File: src/rtl/uart_pkg.sv
// Shared UART definitions for the TX and RX paths.
// Frame geometry defaults and the transmitter state encoding.
package uart_pkg;

  localparam int UART_DATA_WIDTH = 8;
  localparam int UART_OVERSAMPLE = 16;

  typedef enum logic [1:0] {
    IDLE,
    START,
    DATA,
    STOP
  } tx_state_e;

endpackage

File: src/rtl/uart_tx_fifo_reader.sv
// UART 8N1 transmitter draining a first-word fall-through TX FIFO.
// Bit timing is taken from the shared oversampling baud tick.
module uart_tx_fifo_reader
  import uart_pkg::*;
#(
  parameter int DATA_WIDTH = UART_DATA_WIDTH,
  parameter int OVERSAMPLE = UART_OVERSAMPLE
) (
  input  logic                  clk,
  input  logic                  rst,
  input  logic                  b_tick,
  input  logic                  fifo_empty,
  input  logic [DATA_WIDTH-1:0] fifo_rdata,
  output logic                  fifo_rd,
  output logic                  tx,
  output logic                  tx_busy,
  output logic                  tx_done
);

  localparam int TW = $clog2(OVERSAMPLE);
  localparam int BW =
    ($clog2(DATA_WIDTH) < 1) ? 1 : $clog2(DATA_WIDTH);
  localparam logic [TW-1:0] TICK_LAST = TW'(OVERSAMPLE - 1);
  localparam logic [BW-1:0] BIT_LAST = BW'(DATA_WIDTH - 1);

  tx_state_e             state;
  logic [TW-1:0]         tick_cnt;
  logic [BW-1:0]         bit_idx;
  logic [DATA_WIDTH-1:0] shreg;
  logic [DATA_WIDTH-1:0] shreg_nxt;
  logic                  tick_last;

  assign shreg_nxt = shreg >> 1;
  assign tick_last = b_tick && (tick_cnt == TICK_LAST);

  always_ff @(posedge clk or posedge rst) begin
    if (rst) begin
      state    <= IDLE;
      tick_cnt <= '0;
      bit_idx  <= '0;
      shreg    <= '0;
      fifo_rd  <= 1'b0;
      tx       <= 1'b1;
      tx_busy  <= 1'b0;
      tx_done  <= 1'b0;
    end else begin
      fifo_rd <= 1'b0;
      tx_done <= 1'b0;
      unique case (state)
        IDLE: begin
          tx       <= 1'b1;
          tx_busy  <= 1'b0;
          tick_cnt <= '0;
          bit_idx  <= '0;
          // Pop and launch the start bit on the same edge.
          if (!fifo_empty) begin
            shreg   <= fifo_rdata;
            state   <= START;
            fifo_rd <= 1'b1;
            tx      <= 1'b0;
            tx_busy <= 1'b1;
          end
        end
        START: begin
          if (tick_last) begin
            tick_cnt <= '0;
            bit_idx  <= '0;
            state    <= DATA;
            tx       <= shreg[0];
          end else if (b_tick) begin
            tick_cnt <= tick_cnt + 1'b1;
          end
        end
        DATA: begin
          if (tick_last) begin
            tick_cnt <= '0;
            shreg    <= shreg_nxt;
            if (bit_idx == BIT_LAST) begin
              state <= STOP;
              tx    <= 1'b1;
            end else begin
              bit_idx <= bit_idx + 1'b1;
              tx      <= shreg_nxt[0];
            end
          end else if (b_tick) begin
            tick_cnt <= tick_cnt + 1'b1;
          end
        end
        STOP: begin
          tx <= 1'b1;
          if (tick_last) begin
            tick_cnt <= '0;
            state    <= IDLE;
            tx_busy  <= 1'b0;
            tx_done  <= 1'b1;
          end else if (b_tick) begin
            tick_cnt <= tick_cnt + 1'b1;
          end
        end
        default: begin
          state <= IDLE;
        end
      endcase
    end
  end

endmodule

File: config.mk
export PLATFORM = sky130hd
export DESIGN_NAME = uart_tx_fifo_reader
export DESIGN_NICKNAME = d
export VERILOG_FILES = /design/src/rtl/uart_pkg.sv /design/src/rtl/uart_tx_fifo_reader.sv
export SDC_FILE = /design/constraint.sdc
export NUM_CORES = 1
export LEC_CHECK = 0
export BUFFER_PORTS_ARGS = -buffer_cell sky130_fd_sc_hd__buf_2
export CAP_MARGIN = 20
export CORE_MARGIN = 2
export CORE_UTILIZATION = 55
export CTS_BUF_LIST = sky130_fd_sc_hd__clkbuf_8 sky130_fd_sc_hd__clkbuf_16
export CTS_CLUSTER_DIAMETER = 60
export DETAILED_ROUTE_END_ITERATION = 10
export PLACE_DENSITY_LB_ADDON = 0.05
export SLEW_MARGIN = 20
export SYNTH_ARGS = -nofsm -noshare
export SYNTH_HDL_FRONTEND = slang
export SYNTH_SLANG_ARGS = --single-unit
File: constraint.sdc
create_clock -name clk -period 4 [get_ports clk]
set_input_delay 0.4 -clock clk [delete_from_list [all_inputs] [get_ports clk]]
set_output_delay 0.4 -clock clk [all_outputs]
set_load 0.03 [all_outputs]
==> impl_metrics.json, run 1 <==
{
  "status": "completed",
  "rr_worst_depth": 5,
  "syn_nets": 126,
  "cap_violations": 0,
  "synth_ff_type": "dfrtp_1",
  "core_um2": 1900,
  "arrival_ns": 2.42,
  "cts-root-buf": "clkbuf_8",
  "dr_total_vias": 858,
  "nNetsFinal": 141,
  "synth.ff_latch_count": 21,
  "fp.dieW_um": 48.4,
  "clock_path_buffers": 2,
  "setup_violations": 0,
  "grt_setup_unrepaired": "no",
  "grt_busiest_layer": "met2",
  "required_ns": 4.18,
  "criticalPathCategory": "reg2reg",
  "dr.pass1.iters": 4,
  "leakage_uw": 0.000583,
  "crit_fanout": 20,
  "hold_buffers": 0,
  "tightestPinTransition_ns": 0.787,
  "detail-route-antenna-nets": 0,
  "setup_tns_ns": 0,
  "synth-seq-area-share_pct": 48.6,
  "maxSlewHeadroom_pct": 47.5,
  "numClockSinks": 21,
  "drc_errors": 0,
  "worstSetupEndpointType": "flip-flop",
  "hp-class": "in2async",
  "start_kind": "flip-flop",
  "clkLatencyLatePin_ns": 0.26,
  "port_buffers": 15,
  "cts.repair.resized": 0,
  "max_freq_ghz": 0.446,
  "start_util_pct": 57.0,
  "syn-cell-area_um2": 1080,
  "path_clk_slew_ns": 0.07,
  "wl_mm": 2.09,
  "grt_pass1_vias": 768,
  "htree_levels": 1,
  "antenna_found_initial": 0,
  "wl_per_cell_um": 14.1,
  "slew_viol_final": 0,
  "grt_pass1_wl_mm": 3.53,
  "die_y_um": 48.4,
  "track_usage_pct": 19.5,
  "fin_skew_ns": 0.00157,
  "synth_cell_type_count": 36,
  "drive_gt1_share_pct": 17.4,
  "final_util_pct": 63.7,
  "synthCells": 107,
  "p_per_area_nw_per_um2": 766,
  "grt_max_degree": 22,
  "yosysWarningCount": 0,
  "met2_usage_pct": 30.6,
  "synth_edf_count": 0,
  "antenna_cells": 0,
  "syn-mean-instance-area_um2": 10.1,
  "dpl.hpwl_mm": 1.51,
  "postCtsSetupBuffers": 0,
  "grt_util_met1_pct": 27.2,
  "fp-row-count": 16,
  "synthArstFlopShare_pct": 100,
  "final-hold-violation-count": 0,
  "cts_made_buffers": 3,
  "gp_congestion": 0.747,
  "grt-ovfl-total": 0,
  "viasPerCell": 5.80,
  "areaGrowthSynthToFinish_pct": 11.9,
  "pin_count": 16,
  "fin_crit_ns": 2.24,
  "finalCritPeriodShare_pct": 56.0,
  "grt_util_met3_pct": 3.09,
  "first_iter_violations": 35,
  "dieArea_um2": 2340,
  "ir_drop_mv": 0.459,
  "cts_tree": "built"
}
routing by layer:
| layer | vias to the layer above | routed length, um | share of wire, % |
|---|---|---|---|
| li1 | 421 | - | - |
| met1 | 404 | 978 | 47 |
| met2 | 33 | 996 | 48 |
| met3 | 0 | 112 | 5.4 |
| met4 | 0 | 0 | 0 |
| met5 | - | 0 | 0 |
area by class of cell:
type | count | area [um^2]
clock buffer | 3 | 41.3
clock inverter | 1 | 3.75
fill | 161 | 689
inverter | 5 | 18.8
multi-input combinational | 76 | 513
sequential | 21 | 527
tap | 27 | 33.8
timing repair buffer | 15 | 75.1
path summary, 6_finish.rpt:
path	end	slack (ns)	startpoint
worst max-delay path	shreg[3]$_DFFE_PP0P_	1.76	state[0]$_DFFE_PP0P_
worst min-delay path	tick_cnt[3]$_DFFE_PP0P_	0.27	rst
worst max register to register	shreg[3]$_DFFE_PP0P_	1.76	state[0]$_DFFE_PP0P_
max in group asynchronous	fifo_rd$_DFF_PP0_	3.23	rst
worst min register to register	bit_idx[2]$_DFFE_PP0P_	0.50	bit_idx[2]$_DFFE_PP0P_
min in group clk	shreg[7]$_DFFE_PP0P_	0.35	fifo_rdata[7]
logic make-up after synthesis:
kind of cell / count (synthesis) / synth area share (%)
xor+xnor: 1 / 0.808
compound gates: 34 / 21.2
flops: 21 / 48.6
mux: 2 / 1.96
fa+ha+maj: 7 / 8.08
simple gates: 32 / 15.2
buf+inv: 10 / 4.04
flip-flops by register name, indices dropped and copies added, names as in the netlist:
register,flops
tick_cnt,4
fifo_rd,1
tx,1
shreg,8
bit_idx,3
tx_done,1
state,2
tx_busy,1
where the power goes:
part           internal [uW]  total, uW  leakage (uW)  switching (uW)
clock network           68.4        136     0.0000269            67.3
registers                297        355      0.000261            57.6
logic                    180        438      0.000295             259
total                    545        929      0.000583             384
metrics by stage:
step / instance area (um^2) / std cells / worst slack, ns / power [uW] / hold slack [ns]
2_1_floorplan: 1080 / 107 / 2.28 / 698 / 0.376
3_3_place_gp: 1170 / 144 / 1.94 / 775 / 0.469
3_5_place_dp: 1170 / 144 / 1.78 / 796 / 0.477
4_1_cts: 1210 / 148 / 1.77 / 932 / 0.310
5_1_grt: 1210 / 148 / 1.51 / 1010 / 0.340
6_report: 1210 / 148 / 1.76 / 929 / 0.275
worst max-delay path, cell delays in order (launching register included):
cell and delay [ns]:
dfrtp_1 0.42, inv_1 0.11, ha_1 0.56, o21ai_0 0.37
a21oi_1 0.49, a2bb2oi_1 0.21
placed cells by master, fill, tap and decap left out, drive strengths merged, types with 6 or more instances in the layout:
master / count
nor2: 9
nand2: 7
ha: 7
a21oi: 7
buf: 15
dfrtp: 20
o21ai: 7
inv: 6
cells in the mapped netlist, types with 2 or more instances:
master | number | share of area [%]
a2bb2oi_1 | 4 | 3.2
nand4_1 | 2 | 1.2
o21ai_0 | 7 | 3.2
inv_1 | 5 | 1.7
a21oi_1 | 7 | 3.2
a21o_1 | 2 | 1.4
nand3_1 | 4 | 1.8
a211oi_1 | 2 | 1.4
nor2_1 | 8 | 2.8
nor3_1 | 2 | 0.92
dfrtp_1 | 20 | 46
a221o_1 | 2 | 1.8
clkbuf_1 | 2 | 0.69
buf_2 | 2 | 0.92
o22ai_1 | 4 | 2.3
ha_1 | 7 | 8.1
nand2b_1 | 2 | 1.2
nand2_1 | 7 | 2.4
No activity file was read; power rests on OpenSTA's default activity.
==> inputs of run 2 (changes only) <==
- CORE_UTILIZATION: 55 -> 49
- clock period: 4 -> 1.9 ns (I/O delays scaled with it)
==> run 2 against run 1 <==
Net effect:
- routed wire length decreased by 3.3%
- die area grew 11%
- clock skew about the same
- global-route usage fell by 1.3 points
- sequential share of layout area is 1.0 points lower
- flip-flop and latch count is the same
- final area grew 2.4%
- hold slack got worse by 0.21 ns
- register-to-register slack worse by 1.6 ns
- cell count grew 2.7%
- power up 120%
- largest cell class unchanged
==> impl_metrics.json, run 2 (synthesis gave the netlist of run 1 again) <==
{
  "grt_setup_unrepaired": "no",
  "p_per_area_nw_per_um2": 1610,
  "crit_slowest_cell": "or4b_1",
  "cpPeakStageDelay_ns": 0.50,
  "viasPerCell": 5.63,
  "dr.pass1.iters": 4,
  "dpl.hpwl_mm": 1.52,
  "start_kind": "flip-flop",
  "cts-root-buf": "clkbuf_8",
  "first_iter_violations": 9,
  "numClockSinks": 21,
  "met2_length_um": 896,
  "track_usage_pct": 18.2,
  "start_util_pct": 50.4,
  "cts_tree": "built",
  "worstSetupEndpointType": "flip-flop",
  "grt_pass1_wl_mm": 3.55,
  "path_cells": "inv_1, ha_1, buf_4, nor2_1, nor2_2, or4b_1, nand3_1",
  "wl_mm": 2.02,
  "criticalPathCategory": "reg2reg",
  "ir_drop_mv": 0.744,
  "met3_length_um": 78,
  "port_buffers": 15,
  "status": "completed",
  "antenna_cells": 0,
  "pin_count": 16,
  "cap_violations": 0,
  "path_clk_slew_ns": 0.07,
  "reg_top3": "shreg (8), tick_cnt (4), bit_idx (3)",
  "final-hold-violation-count": 0,
  "hp-class": "in2async",
  "gp_congestion": 0.756,
  "hold_buffers": 0,
  "worst-path-buf-inv": 2,
  "clkLatencyLatePin_ns": 0.25,
  "nNetsFinal": 144,
  "cts_made_buffers": 3,
  "detail-route-antenna-nets": 0,
  "maxSlewHeadroom_pct": 48.6,
  "top_register": "shreg",
  "fp-row-count": 17,
  "setup_violations": 0,
  "fin_crit_ns": 1.77,
  "finalCritPeriodShare_pct": 92.9,
  "whs_ns": 0.0644,
  "max_freq_ghz": 0.566,
  "areaGrowthSynthToFinish_pct": 14.5,
  "antenna_found_initial": 0,
  "die_y_um": 51.0,
  "drive_gt1_share_pct": 21.0,
  "grt_max_degree": 22,
  "htree_levels": 1,
  "final_common_cell": "dfrtp_1",
  "core_um2": 2150,
  "top_layer": "met4",
  "tightestPinTransition_ns": 0.771,
  "wl_per_cell_um": 13.3,
  "dr_total_vias": 855,
  "m1WireLength_mm": 1.03,
  "arrival_ns": 1.96,
  "slew_viol_final": 0,
  "n_fill_cell": 203,
  "setup_tns_ns": 0,
  "crit_fanout": 19,
  "drc_errors": 0,
  "critPathTopFamily": "simple AND/OR/NAND/NOR gates",
  "leakage_uw": 0.000598,
  "fin_skew_ns": 0.00117,
  "largest_reg_flops": 8,
  "required_ns": 2.09,
  "final_cell_mix": "dfrtp_1 (20), buf_2 (15), nor2_1 (8), nand2_1 (7), ha_1 (7)",
  "grt_pass1_vias": 801,
  "dieArea_um2": 2600,
  "clock_path_buffers": 2,
  "fp.dieW_um": 51.0,
  "grt-ovfl-total": 0
}
[run 2: changes by cell type in the layout (fill, tap and decap cells not counted)]
cell / change
o21ai_0: -1
o21ai_1: +1
buf_4: +3
and4_1: -1
a21oi_1: -1
and4_2: +1
a21oi_2: +1
[run 2: metal layers]
| metal | vias up | track usage, % |
|---|---|---|
| met5 | - | 0 |
| met4 | 0 | 9.01 |
| met3 | 2 | 2.63 |
| met2 | 21 | 27.7 |
| met1 | 405 | 25.4 |
| li1 | 427 | - |
[run 2: worst paths after layout]
kind | from | end | slack, ns | cells past startpoint
setup / recovery | state[0]$_DFFE_PP0P_ | bit_idx[1]$_DFFE_PP0P_ | 0.13 | 7
hold / removal | rst | tick_cnt[1]$_DFFE_PP0P_ | 0.06 | 2
setup reg to reg | state[0]$_DFFE_PP0P_ | bit_idx[1]$_DFFE_PP0P_ | 0.13 | 7
hold reg to reg | bit_idx[2]$_DFFE_PP0P_ | bit_idx[2]$_DFFE_PP0P_ | 0.50 | 1
max in group asynchronous | rst | shreg[1]$_DFFE_PP0P_ | 1.35 | 2
min in group clk | fifo_empty | fifo_rd$_DFF_PP0_ | 0.15 | 2
[run 2: layout make-up]
type	instances	area (um^2)	area share (%)
sequential	21	527	42.4
multi-input combinational	76	518	41.7
timing repair buffer	18	97.6	7.86
clock buffer	3	41.3	3.33
tap	28	35.0	2.82
inverter	5	18.8	1.51
clock inverter	1	3.75	0.302
[run 2: power breakdown]
group	switching (uW)	internal, uW	leakage, uW
clock network	136	144	0.0000269
registers	122	626	0.000261
logic	547	426	0.000310
total	804	1200	0.000598
[run 2: repair_timing]
action                     in CTS  in global routing
setup endpoints to repair       0                  9
buffers inserted                0                  0
resized for setup               0                  3
[run 2: stage by stage]
step                      instances  area [um^2]  utilization [%]  power (uW)  setup slack [ns]
final                           152         1240             57.8        2000             0.134
after CTS                       152         1240             57.5        2010            0.0636
after floorplan                 107         1080                -        1470             0.184
after global routing            152         1240             57.8        2170            0.0293
after global placement          148         1190             55.4        1710             0.119
after detailed placement        148         1190             55.4        1730            0.0881
==> inputs of run 3 (changes only) <==
- CORE_UTILIZATION: 49 -> 55
- clock period: 1.9 -> 2.25 ns (I/O delays scaled with it)
==> run 3 against run 2 <==
Net effect:
- fmax decreased by 6.6%
- count of clock-buffer cells in the layout unchanged
- combinational power decreased by 20%
- non-clock buffer count decreased by 2
- worst setup slack improved by 0.23 ns
- clock power decreased by 17%
- critical endpoint is now shreg[4]$_DFFE_PP0P_
- highest routed layer unchanged
==> impl_metrics.json, run 3 (synthesis gave the netlist of run 1 again) <==
{
  "status": "completed",
  "post_dp_cell_area_um2": 1170,
  "regArea_um2": 527,
  "first_iter_violations": 16,
  "core_um2": 1900,
  "clock_path_buffers": 2,
  "path_clk_slew_ns": 0.07,
  "met2_usage_pct": 32.2,
  "place_ws_ns": 0.367,
  "cts.repair.resized": 0,
  "worstSetupEndpointType": "flip-flop",
  "finalCritPeriodShare_pct": 84.0,
  "gp_congestion": 0.806,
  "viasPerCell": 5.78,
  "setup_violations": 0,
  "crit_fanout": 10,
  "fin_skew_ns": 0.00109,
  "grt_busiest_layer": "met2",
  "slew_viol_final": 0,
  "detail-route-antenna-nets": 0,
  "drive_gt1_share_pct": 18.0,
  "setup_ws_ns": 0.360,
  "dpl.hpwl_mm": 1.47,
  "leakage_uw": 0.000588,
  "nNetsFinal": 142,
  "hp-class": "in2async",
  "grt-ovfl-total": 0,
  "final_common_cell": "dfrtp_1",
  "final-hold-violation-count": 0,
  "clkLatencyLatePin_ns": 0.25,
  "postCtsSetupBuffers": 0,
  "critPathLaunch": "state[0]$_DFFE_PP0P_",
  "max_freq_ghz": 0.529,
  "antenna_cells": 0,
  "fin_crit_ns": 1.89,
  "multiInputGateArea_um2": 513,
  "r2r_start": "state[0]$_DFFE_PP0P_",
  "grt_max_degree": 22,
  "dieArea_um2": 2340,
  "die_y_um": 48.4,
  "track_usage_pct": 19.6,
  "areaGrowthSynthToFinish_pct": 12.6,
  "top_register": "shreg",
  "start_kind": "flip-flop",
  "tightestPinTransition_ns": 0.782,
  "criticalPathCategory": "reg2reg",
  "setup_tns_ns": 0,
  "grt_util_met1_pct": 27.4,
  "drc_errors": 0,
  "port_buffers": 15,
  "fp.dieW_um": 48.4,
  "antenna_found_initial": 0,
  "dr.pass1.iters": 4,
  "cts-root-buf": "clkbuf_8",
  "cts_made_buffers": 3,
  "grt_util_met3_pct": 1.85,
  "largest_reg_flops": 8,
  "ir_drop_mv": 0.911,
  "pin_count": 16,
  "cap_violations": 0,
  "maxSlewHeadroom_pct": 47.8,
  "worst-path-buf-inv": 1,
  "numClockSinks": 21,
  "required_ns": 2.39,
  "path_cells": "inv_1, ha_1, o21ai_0, a21oi_1, o22a_1",
  "final_cell_mix": "dfrtp_1 (20), buf_2 (15), nor2_1 (8)",
  "fp-row-count": 16,
  "critPathTopFamily": "compound AO/OA/AOI/OAI gates",
  "wl_mm": 1.97,
  "wl_per_cell_um": 13.2,
  "final_area_um2": 1220,
  "crit_slowest_cell": "o21ai_0",
  "n_fill_cell": 164,
  "hold_buffers": 0,
  "dr_total_vias": 861,
  "grt_pass1_vias": 831,
  "reg_top3": "shreg (8), tick_cnt (4), bit_idx (3)",
  "grt_setup_unrepaired": "no",
  "cts_tree": "built",
  "arrival_ns": 2.03,
  "htree_levels": 1,
  "grt_pass1_wl_mm": 3.66,
  "cpPeakStageDelay_ns": 0.51,
  "start_util_pct": 57.0,
  "p_per_area_nw_per_um2": 1340
}
-- run 3: cell types whose count changed in the layout (fill, tap and decap cells not counted), sizes merged --
cell	before	now
buf	18	16
-- run 3: per-layer routing --
metal | up-vias | share of wire (%)
li1 | 426 | -
met1 | 413 | 47
met2 | 18 | 47
met3 | 4 | 3.8
met4 | 0 | 1.5
met5 | - | 0
-- run 3: through the flow --
stage / utilization, % / power [uW] / hold slack, ns / cells
3_3_place_gp: 61.8 / 1400 / 0.400 / 145
3_5_place_dp: 61.8 / 1410 / 0.405 / 145
2_1_floorplan: - / 1240 / 0.201 / 107
6_report: 64.1 / 1640 / 0.109 / 149
5_1_grt: 64.1 / 1790 / 0.188 / 149
4_1_cts: 64.1 / 1650 / 0.132 / 149
-- run 3: path summary, 6_finish.rpt --
| path | end | slack [ns] | depth (start not counted) |
|---|---|---|---|
| setup reg to reg | shreg[4]$_DFFE_PP0P_ | 0.36 | 5 |
| setup / recovery | shreg[4]$_DFFE_PP0P_ | 0.36 | 5 |
| min in group clk | shreg[7]$_DFFE_PP0P_ | 0.19 | 2 |
| hold reg to reg | bit_idx[2]$_DFFE_PP0P_ | 0.51 | 1 |
| hold / removal | tick_cnt[3]$_DFFE_PP0P_ | 0.11 | 2 |
| max in group asynchronous | bit_idx[0]$_DFFE_PP0P_ | 1.66 | 2 |
-- run 3: layout make-up --
type | instances | area share, %
clock buffers | 3 | 3.38
repair buffers | 16 | 6.77
inverters | 5 | 1.54
flip-flops and latches | 21 | 43.2
clock inverters | 1 | 0.308
well taps | 27 | 2.77
multi-input cells | 76 | 42.1
-- run 3: worst reg2reg max path: cells and delay by family, from the launching register on --
kind,cells,cell delay [ns]
fa+ha+maj,1,0.31
compound gates,3,0.99
buf+inv,1,0.08
flops,1,0.39
-- run 3: power by group --
part	internal [uW]	switching, uW	total, uW	leakage, uW
logic	330	444	774	0.000300
clock network	121	111	232	0.0000269
registers	529	101	630	0.000261
